<file path="config.mk">
export PLATFORM = sky130hd
export DESIGN_NAME = vsm_bus_arbiter
export DESIGN_NICKNAME = d
export VERILOG_FILES = /design/src/rtl/vsm_bus_arbiter.sv
export SDC_FILE = /design/constraint.sdc
export NUM_CORES = 1
export LEC_CHECK = 0
export BUFFER_PORTS_ARGS = -buffer_cell sky130_fd_sc_hd__buf_2
export CORE_MARGIN = 4
export CORE_UTILIZATION = 45
export CTS_BUF_LIST = sky130_fd_sc_hd__clkbuf_8 sky130_fd_sc_hd__clkbuf_16
export CTS_CLUSTER_SIZE = 16
export DETAILED_ROUTE_END_ITERATION = 6
export GPL_TIMING_DRIVEN = 0
export PLACE_DENSITY = 0.82
export SYNTH_ARGS = -nofsm -noshare
export SYNTH_HDL_FRONTEND = slang
export SYNTH_SLANG_ARGS = --single-unit
</file>
<file path="constraint.sdc">
create_clock -name clk -period 1.4 [get_ports clk]
set_input_delay 0.07 -clock clk [delete_from_list [all_inputs] [get_ports clk]]
set_output_delay 0.07 -clock clk [all_outputs]
set_load 0.1 [all_outputs]
</file>
<file path="src/rtl/vsm_bus_arbiter.sv">
// vsm_bus_arbiter
// Round-robin owner selection for the 4-bit internal bus IB of the VSM processor.
// Sources: bit 0 = input register (EnableIn), 1 = accumulator, 2 = ALU, 3 = memory.
// Grant is a registered one-hot set of tristate enables. Between two owners a dead
// interval of TURN_CYCLES cycles with all enables low keeps two bufif1 drivers
// from overlapping on IB.
//
// Handshake: req[i] is a level request. Requester i raises it and holds it high
// for as long as it needs IB. While grant[i] is high, source i may drive IB.
// Requester i releases the bus by dropping req[i], and grant[i] falls on the next
// edge. Requests from non-owners are only looked at on a re-arbitration edge.
//
// Optional feature macro: VSM_BUS_TIMEOUT_EN. When it is defined, an owner that has
// held IB for MAX_HOLD cycles while another requester waits is forced off the bus,
// and preempt pulses for one cycle. When it is undefined, there is no hold counter
// and preempt is constant 0.
//
// Debug: state exposes the FSM encoding (0 = IDLE, 1 = GRANT, 2 = TURN).

module vsm_bus_arbiter #(
  parameter int TURN_CYCLES = 1,
  parameter int MAX_HOLD    = 8
) (
  input  logic       clk,
  input  logic       rst,
  input  logic [3:0] req,
  output logic [3:0] grant,
  output logic [1:0] bus_owner,
  output logic       busy,
  output logic       preempt,
  output logic [1:0] state
);

  typedef enum logic [1:0] {
    ST_IDLE  = 2'd0,
    ST_GRANT = 2'd1,
    ST_TURN  = 2'd2
  } state_t;

  localparam logic [1:0] TURN_LOAD = 2'(TURN_CYCLES - 1);
  localparam bit CFG_OK = (TURN_CYCLES >= 1) && (TURN_CYCLES <= 3) &&
                          (MAX_HOLD >= 2) && (MAX_HOLD <= 15);

  state_t     state_q, state_d;
  logic [3:0] grant_q, grant_d;
  logic [1:0] owner_q, owner_d;
  logic [1:0] last_q, last_d;
  logic [1:0] turn_q, turn_d;
  logic [1:0] winner;
  logic       timeout_hit;

  // Scan starts one past the last owner and wraps. The loop runs from the largest
  // offset down to 1, so the nearest requester is assigned last and wins. The
  // previous owner (offset 4) wins only when it is the only requester.
  function automatic logic [1:0] rr_pick(input logic [3:0] r, input logic [1:0] last);
    logic [1:0] idx;
    rr_pick = last;
    for (int i = 4; i >= 1; i--) begin
      idx = last + 2'(i);
      if (r[idx]) rr_pick = idx;
    end
  endfunction

  assign winner = rr_pick(req, last_q);

`ifdef VSM_BUS_TIMEOUT_EN
  logic [3:0] hold_q, hold_d;
  logic       preempt_q, preempt_d;

  // Timeout fires once the owner has used MAX_HOLD cycles and someone else is waiting.
  assign timeout_hit = (hold_q >= 4'(MAX_HOLD)) && ((req & ~grant_q) != 4'b0000);

  // Hold count: 1 on the first granted cycle, then saturating at 15. Cleared off-bus.
  // A release by the owner takes precedence over a coincident timeout.
  always_comb begin
    hold_d    = 4'd0;
    preempt_d = 1'b0;
    if (state_d == ST_GRANT) begin
      if (state_q == ST_GRANT) hold_d = (hold_q == 4'd15) ? hold_q : hold_q + 4'd1;
      else                     hold_d = 4'd1;
    end
    if ((state_q == ST_GRANT) && req[owner_q] && timeout_hit) preempt_d = 1'b1;
  end

  // Hold counter and preempt pulse registers.
  always_ff @(posedge clk or posedge rst) begin
    if (rst) begin
      hold_q    <= 4'd0;
      preempt_q <= 1'b0;
    end else begin
      hold_q    <= hold_d;
      preempt_q <= preempt_d;
    end
  end

  assign preempt = preempt_q;
`else
  assign timeout_hit = 1'b0;
  assign preempt     = 1'b0;
`endif

  // State register plus the registered bus outputs. Reset clears grant at once.
  always_ff @(posedge clk or posedge rst) begin
    if (rst) begin
      state_q <= ST_IDLE;
      grant_q <= 4'b0000;
      owner_q <= 2'd0;
      last_q  <= 2'd3;
      turn_q  <= 2'd0;
    end else begin
      state_q <= state_d;
      grant_q <= grant_d;
      owner_q <= owner_d;
      last_q  <= last_d;
      turn_q  <= turn_d;
    end
  end

  // Next-state logic: arbitrate from IDLE or at the end of TURN, release on drop or timeout.
  always_comb begin
    state_d = state_q;
    case (state_q)
      ST_IDLE:  if (req != 4'b0000) state_d = ST_GRANT;
      ST_GRANT: if (!req[owner_q] || timeout_hit) state_d = ST_TURN;
      ST_TURN:  if (turn_q == 2'd0) state_d = (req != 4'b0000) ? ST_GRANT : ST_IDLE;
      default:  state_d = ST_IDLE;
    endcase
  end

  // Output logic: compute the next registered grant, owner, last owner and turn count.
  always_comb begin
    grant_d = grant_q;
    owner_d = owner_q;
    last_d  = last_q;
    turn_d  = turn_q;
    case (state_q)
      ST_IDLE: begin
        if (state_d == ST_GRANT) begin
          grant_d = 4'b0001 << winner;
          owner_d = winner;
          last_d  = winner;
        end
      end
      ST_GRANT: begin
        if (state_d == ST_TURN) begin
          grant_d = 4'b0000;
          turn_d  = TURN_LOAD;
        end
      end
      ST_TURN: begin
        grant_d = 4'b0000;
        if (turn_q != 2'd0) begin
          turn_d = turn_q - 2'd1;
        end else if (state_d == ST_GRANT) begin
          grant_d = 4'b0001 << winner;
          owner_d = winner;
          last_d  = winner;
        end
      end
      default: grant_d = 4'b0000;
    endcase
  end

  assign grant     = grant_q;
  assign bus_owner = owner_q;
  assign busy      = (grant_q != 4'b0000);
  assign state     = state_q;

  // Two enables on IB at once would be a bus fight.
  a_grant_onehot0: assert property (@(posedge clk) disable iff (rst) $onehot0(grant_q));

  // Parameters must be inside their legal ranges.
  a_cfg_legal: assert property (@(posedge clk) CFG_OK);

endmodule

</file>
==> impl_metrics.env, run 1 <==
export IMPL_drtPass1Iterations=4
export IMPL_cts_tree="done"
export IMPL_portBuffers=14
export IMPL_core_area_um2=1330
export IMPL_placed_area_um2=773
export IMPL_drtIter0Drc=12
export IMPL_critPathArrivalTime_ps=1760
export IMPL_fmax_ghz=0.611
export IMPL_die_h_um=46.0
export IMPL_totalWireLength_mm=1.37
export IMPL_antenna_found_initial=0
export IMPL_yosys_register_bits=12
export IMPL_crit_fanout=3
export IMPL_yosysSeqAreaShare_pct=46.7
export IMPL_clock_root_buffer="clkbuf_8"
export IMPL_rows=13
export IMPL_grt_overflow=0
export IMPL_syn_area_um2=648
export IMPL_grt_max_degree=13
export IMPL_path_clk_slew_ps=50
export IMPL_path_class="reg -> reg"
export IMPL_slew_violations=0
export IMPL_cts_sinks=12
export IMPL_fin_crit_ps=1640
export IMPL_grt_pass1_vias=528
export IMPL_fill_cells=96
export IMPL_netlist_instances=62
export IMPL_clk_path_buf_depth=2
export IMPL_finalSetupViolCount=8
export IMPL_grt_use_total_pct=15.7
export IMPL_fin_ws_ps=-237
export IMPL_cap_viol_max_count=0
export IMPL_setup_worst_path_start_class="flop"
export IMPL_place_worst_setup_slack_ps=-251
export IMPL_cts_made_buffers=3
export IMPL_cp_end_kind="flop"
export IMPL_design_area_um2=955
export IMPL_skew_ps=4.93
export IMPL_finalHoldViolCount=0
export IMPL_min_path_type="in -> async"
export IMPL_r2r_cells=4
export IMPL_drcViolationCount=0
export IMPL_syn_avg_cell_area_um2=10.5
export IMPL_dp_hpwl_um=986
export IMPL_dieArea_um2=2110
export IMPL_violations="negative setup slack"
export IMPL_routed_via_density=5.29
export IMPL_ant_nets=0
export IMPL_synth_warnings=0
export IMPL_status="finished, violations left"
export IMPL_die_w_um=46.0
export IMPL_gp_congestion=0.745
export IMPL_htreeDepth=1
export IMPL_required_ps=1530
export IMPL_initial_core_util_pct=48.6
export IMPL_yosysUniqueCellTypes=29
export IMPL_grt_pass1_wl_mm=2.28
export IMPL_grt_setup_unrepaired="yes"
export IMPL_n_antenna_cell=0
export IMPL_wl_per_cell_um=13.2
export IMPL_num_io_pins=16
export IMPL_fin_nets=97
export IMPL_final_core_util_pct=71.6
export IMPL_vias=550
export IMPL_clock_latency_ps=240
export IMPL_drive_above_1_share_pct=60.7
export IMPL_areaGrowthSynthToFinish_pct=47.3
export IMPL_syn_nets=69
export IMPL_fin_crit_sh_pct=117
-- placed cells by master, fill, tap and decap left out, types with 3 or more instances in the layout --
cell | synthesis | routed
nor2_1 | 6 | 6
clkbuf_8 | 0 | 3
a21oi_1 | 5 | 4
dfrtp_2 | 0 | 5
dfrtp_4 | 0 | 3
inv_1 | 8 | 6
buf_2 | 0 | 14
buf_4 | 1 | 6
inv_2 | 0 | 3
-- synth_stat cells (all sizes together) --
cell / number / area, µm²
dfrtp: 10 / 250
inv: 8 / 30.0
nor2: 6 / 22.5
a21oi: 5 / 25.0
o21ai: 5 / 25.0
a21o: 2 / 16.3
a32o: 2 / 20.0
dfstp: 2 / 52.6
o2bb2ai: 2 / 17.5
or2: 2 / 12.5
or2b: 2 / 15.0
a221o: 1 / 11.3
a221oi: 1 / 8.76
a2bb2o: 1 / 20.0
buf: 1 / 7.51
conb: 1 / 3.75
ha: 1 / 12.5
mux4: 1 / 22.5
nand2: 1 / 3.75
nand2b: 1 / 6.26
nor2b: 1 / 6.26
nor3: 1 / 10.0
nor3b: 1 / 12.5
nor4: 1 / 12.5
o211ai: 1 / 7.51
o21a: 1 / 8.76
or4: 1 / 7.51
-- state kept, by name, summed over array words and instances, names as in the netlist --
name / count
last_q: 2
turn_q: 2
state: 2
grant: 4
bus_owner: 2
-- routing by layer --
metal | track usage, % | routed length, µm | up-vias
li1 | - | - | 276
met5 | 0 | 0 | -
met1 | 17.6 | 596 | 260
met4 | 3.41 | 8 | 0
met2 | 26.6 | 678 | 12
met3 | 7.51 | 84 | 2
-- what timing repair did --
action,4_1_cts,5_1_grt
gates resized for setup,9,13
cloned,0,1
hold buffers,1,0
pin swaps,6,7
buffers inserted,5,2
hold endpoints to repair,10,0
endpoints found under the setup margin,12,13
-- worst paths after layout --
path	start	endpoint	slack (ps)
worst max register to register	bus_owner[0]$_DFFE_PP0P_	turn_q[0]$_DFFE_PP0P_	-240
worst min-delay path	rst	state[1]$_DFF_PP0_	380
max in group asynchronous	rst	bus_owner[0]$_DFFE_PP0P_	670
worst min register to register	turn_q[1]$_DFFE_PP0P_	turn_q[1]$_DFFE_PP0P_	510
worst max-delay path	bus_owner[0]$_DFFE_PP0P_	turn_q[0]$_DFFE_PP0P_	-240
min in group clk	req[1]	last_q[1]$_DFFE_PP1P_	410
-- logic make-up (layout without fill, tap and decap cells) --
family          Yosys count  after routing  share of synthesized area (%)
simple gates             17             17                           16.8
fa+ha+maj                 1              1                           1.93
mux                       1              1                           3.47
flops                    12             12                           46.7
buf+inv                   9             36                           5.79
compound gates           21             21                           24.7
other cells               1              1                          0.579
-- through the flow --
| step | cells | hold slack [ps] | TNS (ps) |
|---|---|---|---|
| detailed placement | 91 | 90.4 | -2030 |
| global placement | 91 | 91.9 | -1790 |
| floorplan | 62 | -67.0 | -3240 |
| finish | 104 | 379 | -1510 |
| CTS | 101 | 382 | -1520 |
| global route | 104 | 412 | -1800 |
-- cell type report --
type                       count  area [µm²]  area share, %
buffer                         1        7.51          0.786
clock buffer                   3        41.3           4.33
clock inverter                 1        3.75          0.393
inverter                       8        30.0           3.15
multi-input combinational     41         373           39.1
sequential                    12         320           33.6
tap                           15        18.8           1.97
timing repair buffer          23         160           16.8
-- critical path, stage by stage, from the launching register on --
cell     delay (ps)
dfrtp_4         400
mux4_2          510
or2_1           240
o21a_2          220
a21o_1          160
Power of run 1 is left out: the tool's default activity adds up to more than one toggle a clock period on the data nets, which glitch-free logic cannot reach.
==> run 2: changes to the inputs <==
--- a/config.mk
+++ b/config.mk
@@ -6,7 +6,6 @@
 export NUM_CORES = 1
 export LEC_CHECK = 0
 export BUFFER_PORTS_ARGS = -buffer_cell sky130_fd_sc_hd__buf_2
-export CORE_MARGIN = 4
 export CORE_UTILIZATION = 45
 export CTS_BUF_LIST = sky130_fd_sc_hd__clkbuf_8 sky130_fd_sc_hd__clkbuf_16
 export CTS_CLUSTER_SIZE = 16
@@ -16,3 +15,4 @@
 export SYNTH_ARGS = -nofsm -noshare
 export SYNTH_HDL_FRONTEND = slang
 export SYNTH_SLANG_ARGS = --single-unit
+export TNS_END_PERCENT = 50
==> impl_metrics.env, run 2 (synthesis results as in run 1) <==
export IMPL_ant_nets=0
export IMPL_dieArea_um2=1600
export IMPL_antenna_found_initial=0
export IMPL_die_h_um=40.0
export IMPL_routed_via_density=5.36
export IMPL_fin_ws_ps=-280
export IMPL_final_core_util_pct=66.8
export IMPL_initial_core_util_pct=49.2
export IMPL_fin_crit_sh_pct=120
export IMPL_critical_path_cell_chain="mux4_2 > or2_1 > nor3b_4 > a32o_1"
export IMPL_totalWireLength_mm=1.27
export IMPL_finalHoldViolCount=0
export IMPL_clock_root_buffer="clkbuf_8"
export IMPL_path_clk_slew_ps=50
export IMPL_clock_latency_ps=240
export IMPL_fill_cells=110
export IMPL_violations="negative setup slack"
export IMPL_r2r_cells=4
export IMPL_cap_viol_max_count=0
export IMPL_drtIter0Drc=6
export IMPL_finalSetupViolCount=8
export IMPL_status="finished, violations left"
export IMPL_largest_register_ffs=4
export IMPL_grt_pass1_vias=462
export IMPL_drcViolationCount=0
export IMPL_slowest_stage="mux4_2"
export IMPL_r2r_setup_slack_ps=-280
export IMPL_skew_ps=8.24
export IMPL_grt_setup_unrepaired="yes"
export IMPL_fin_crit_ps=1680
export IMPL_fmax_ghz=0.595
export IMPL_placedCellCount=91
export IMPL_cp_end_kind="flop"
export IMPL_cts_made_buffers=3
export IMPL_drtPass1Iterations=2
export IMPL_cts_sinks=12
export IMPL_wl_per_cell_um=12.7
export IMPL_vias=536
export IMPL_areaGrowthSynthToFinish_pct=35.7
export IMPL_htreeDepth=1
export IMPL_cpLargestDelayFamily="multiplexers"
export IMPL_min_path_type="in -> async"
export IMPL_grt_pass1_wl_mm=1.79
export IMPL_mostFrequentLayoutCells="buf_2, inv_1, dfrtp_1"
export IMPL_die_w_um=40.0
export IMPL_crit_fanout=4
export IMPL_grt_max_degree=13
export IMPL_fin_nets=93
export IMPL_setup_worst_path_start_class="flop"
export IMPL_gp_congestion=0.663
export IMPL_core_area_um2=1320
export IMPL_path_class="reg -> reg"
export IMPL_rows=13
export IMPL_clk_path_buf_depth=2
export IMPL_drive_above_1_share_pct=49.4
export IMPL_slew_violations=0
export IMPL_num_io_pins=16
export IMPL_path_buf_inv=0
export IMPL_reg2reg_from="bus_owner[0]$_DFFE_PP0P_"
export IMPL_portBuffers=14
export IMPL_n_antenna_cell=0
export IMPL_critPathArrivalTime_ps=1800
export IMPL_final_cells=100
export IMPL_final_common_cell="buf_2"
export IMPL_required_ps=1520
export IMPL_place_worst_setup_slack_ps=-260
export IMPL_worst_path_largest_cell_delay_ps=520
export IMPL_grt_overflow=0
export IMPL_grt_use_total_pct=17.5
export IMPL_cts_tree="done"
export IMPL_worst_r2r_endpoint="grant[1]$_DFFE_PP0P_"
export IMPL_dp_hpwl_um=919
-- run 2: cell type report --
cell class / count / area (µm²) / share of cell area (%)
Multi-Input combinational cell: 41 / 349 / 39.7
Sequential cell: 12 / 309 / 35.1
Timing Repair Buffer: 19 / 120 / 13.7
Clock buffer: 3 / 41.3 / 4.69
Inverter: 8 / 30.0 / 3.41
Tap cell: 15 / 18.8 / 2.13
Buffer: 1 / 7.51 / 0.853
Clock inverter: 1 / 3.75 / 0.427
-- run 2: worst max path at each step --
stage                             start              endpoint  slack [ps]  cells past startpoint
2_1_floorplan  bus_owner[0]$_DFFE_PP0P_  grant[1]$_DFFE_PP0P_        -470                      4
3_3_place_gp      turn_q[0]$_DFFE_PP0P_  grant[2]$_DFFE_PP0P_        -260                      6
3_5_place_dp   bus_owner[0]$_DFFE_PP0P_  grant[1]$_DFFE_PP0P_        -260                      4
4_1_cts        bus_owner[0]$_DFFE_PP0P_  grant[1]$_DFFE_PP0P_        -280                      4
5_1_grt        bus_owner[0]$_DFFE_PP0P_  grant[0]$_DFFE_PP0P_        -310                      4
6_report       bus_owner[0]$_DFFE_PP0P_  grant[1]$_DFFE_PP0P_        -280                      4
-- run 2: repair_timing --
item,4_1_cts,5_1_grt
resized for setup,5,11
setup buffers,1,3
hold buffers,1,0
hold endpoints to repair,10,0
endpoints found under the setup margin,12,13
pin swaps,1,2
-- run 2: worst register-to-register path, delay by kind of cell (launching register included) --
kind            cells  cell delay, ps
mux                 1             520
compound gates      1             200
simple gates        2             420
flops               1             410
-- run 2: metal layers --
| metal | track usage [%] | share of wire (%) | vias up |
|---|---|---|---|
| met5 | 0 | 0 | - |
| met4 | 10.3 | 1.3 | 0 |
| met3 | 3.33 | 3.0 | 4 |
| met2 | 27.8 | 49 | 11 |
| met1 | 21.9 | 46 | 252 |
| li1 | - | - | 269 |
-- run 2: metrics by stage --
stage | setup TNS (ps) | hold slack, ps | instance area [µm²]
finish | -1710 | 377 | 880
global route | -2170 | 431 | 880
CTS | -2170 | 376 | 832
detailed placement | -2250 | 87.1 | 753
global placement | -2180 | 86.0 | 753
floorplan | -4380 | -66.8 | 664
Power of run 2 is left out for the same reason.
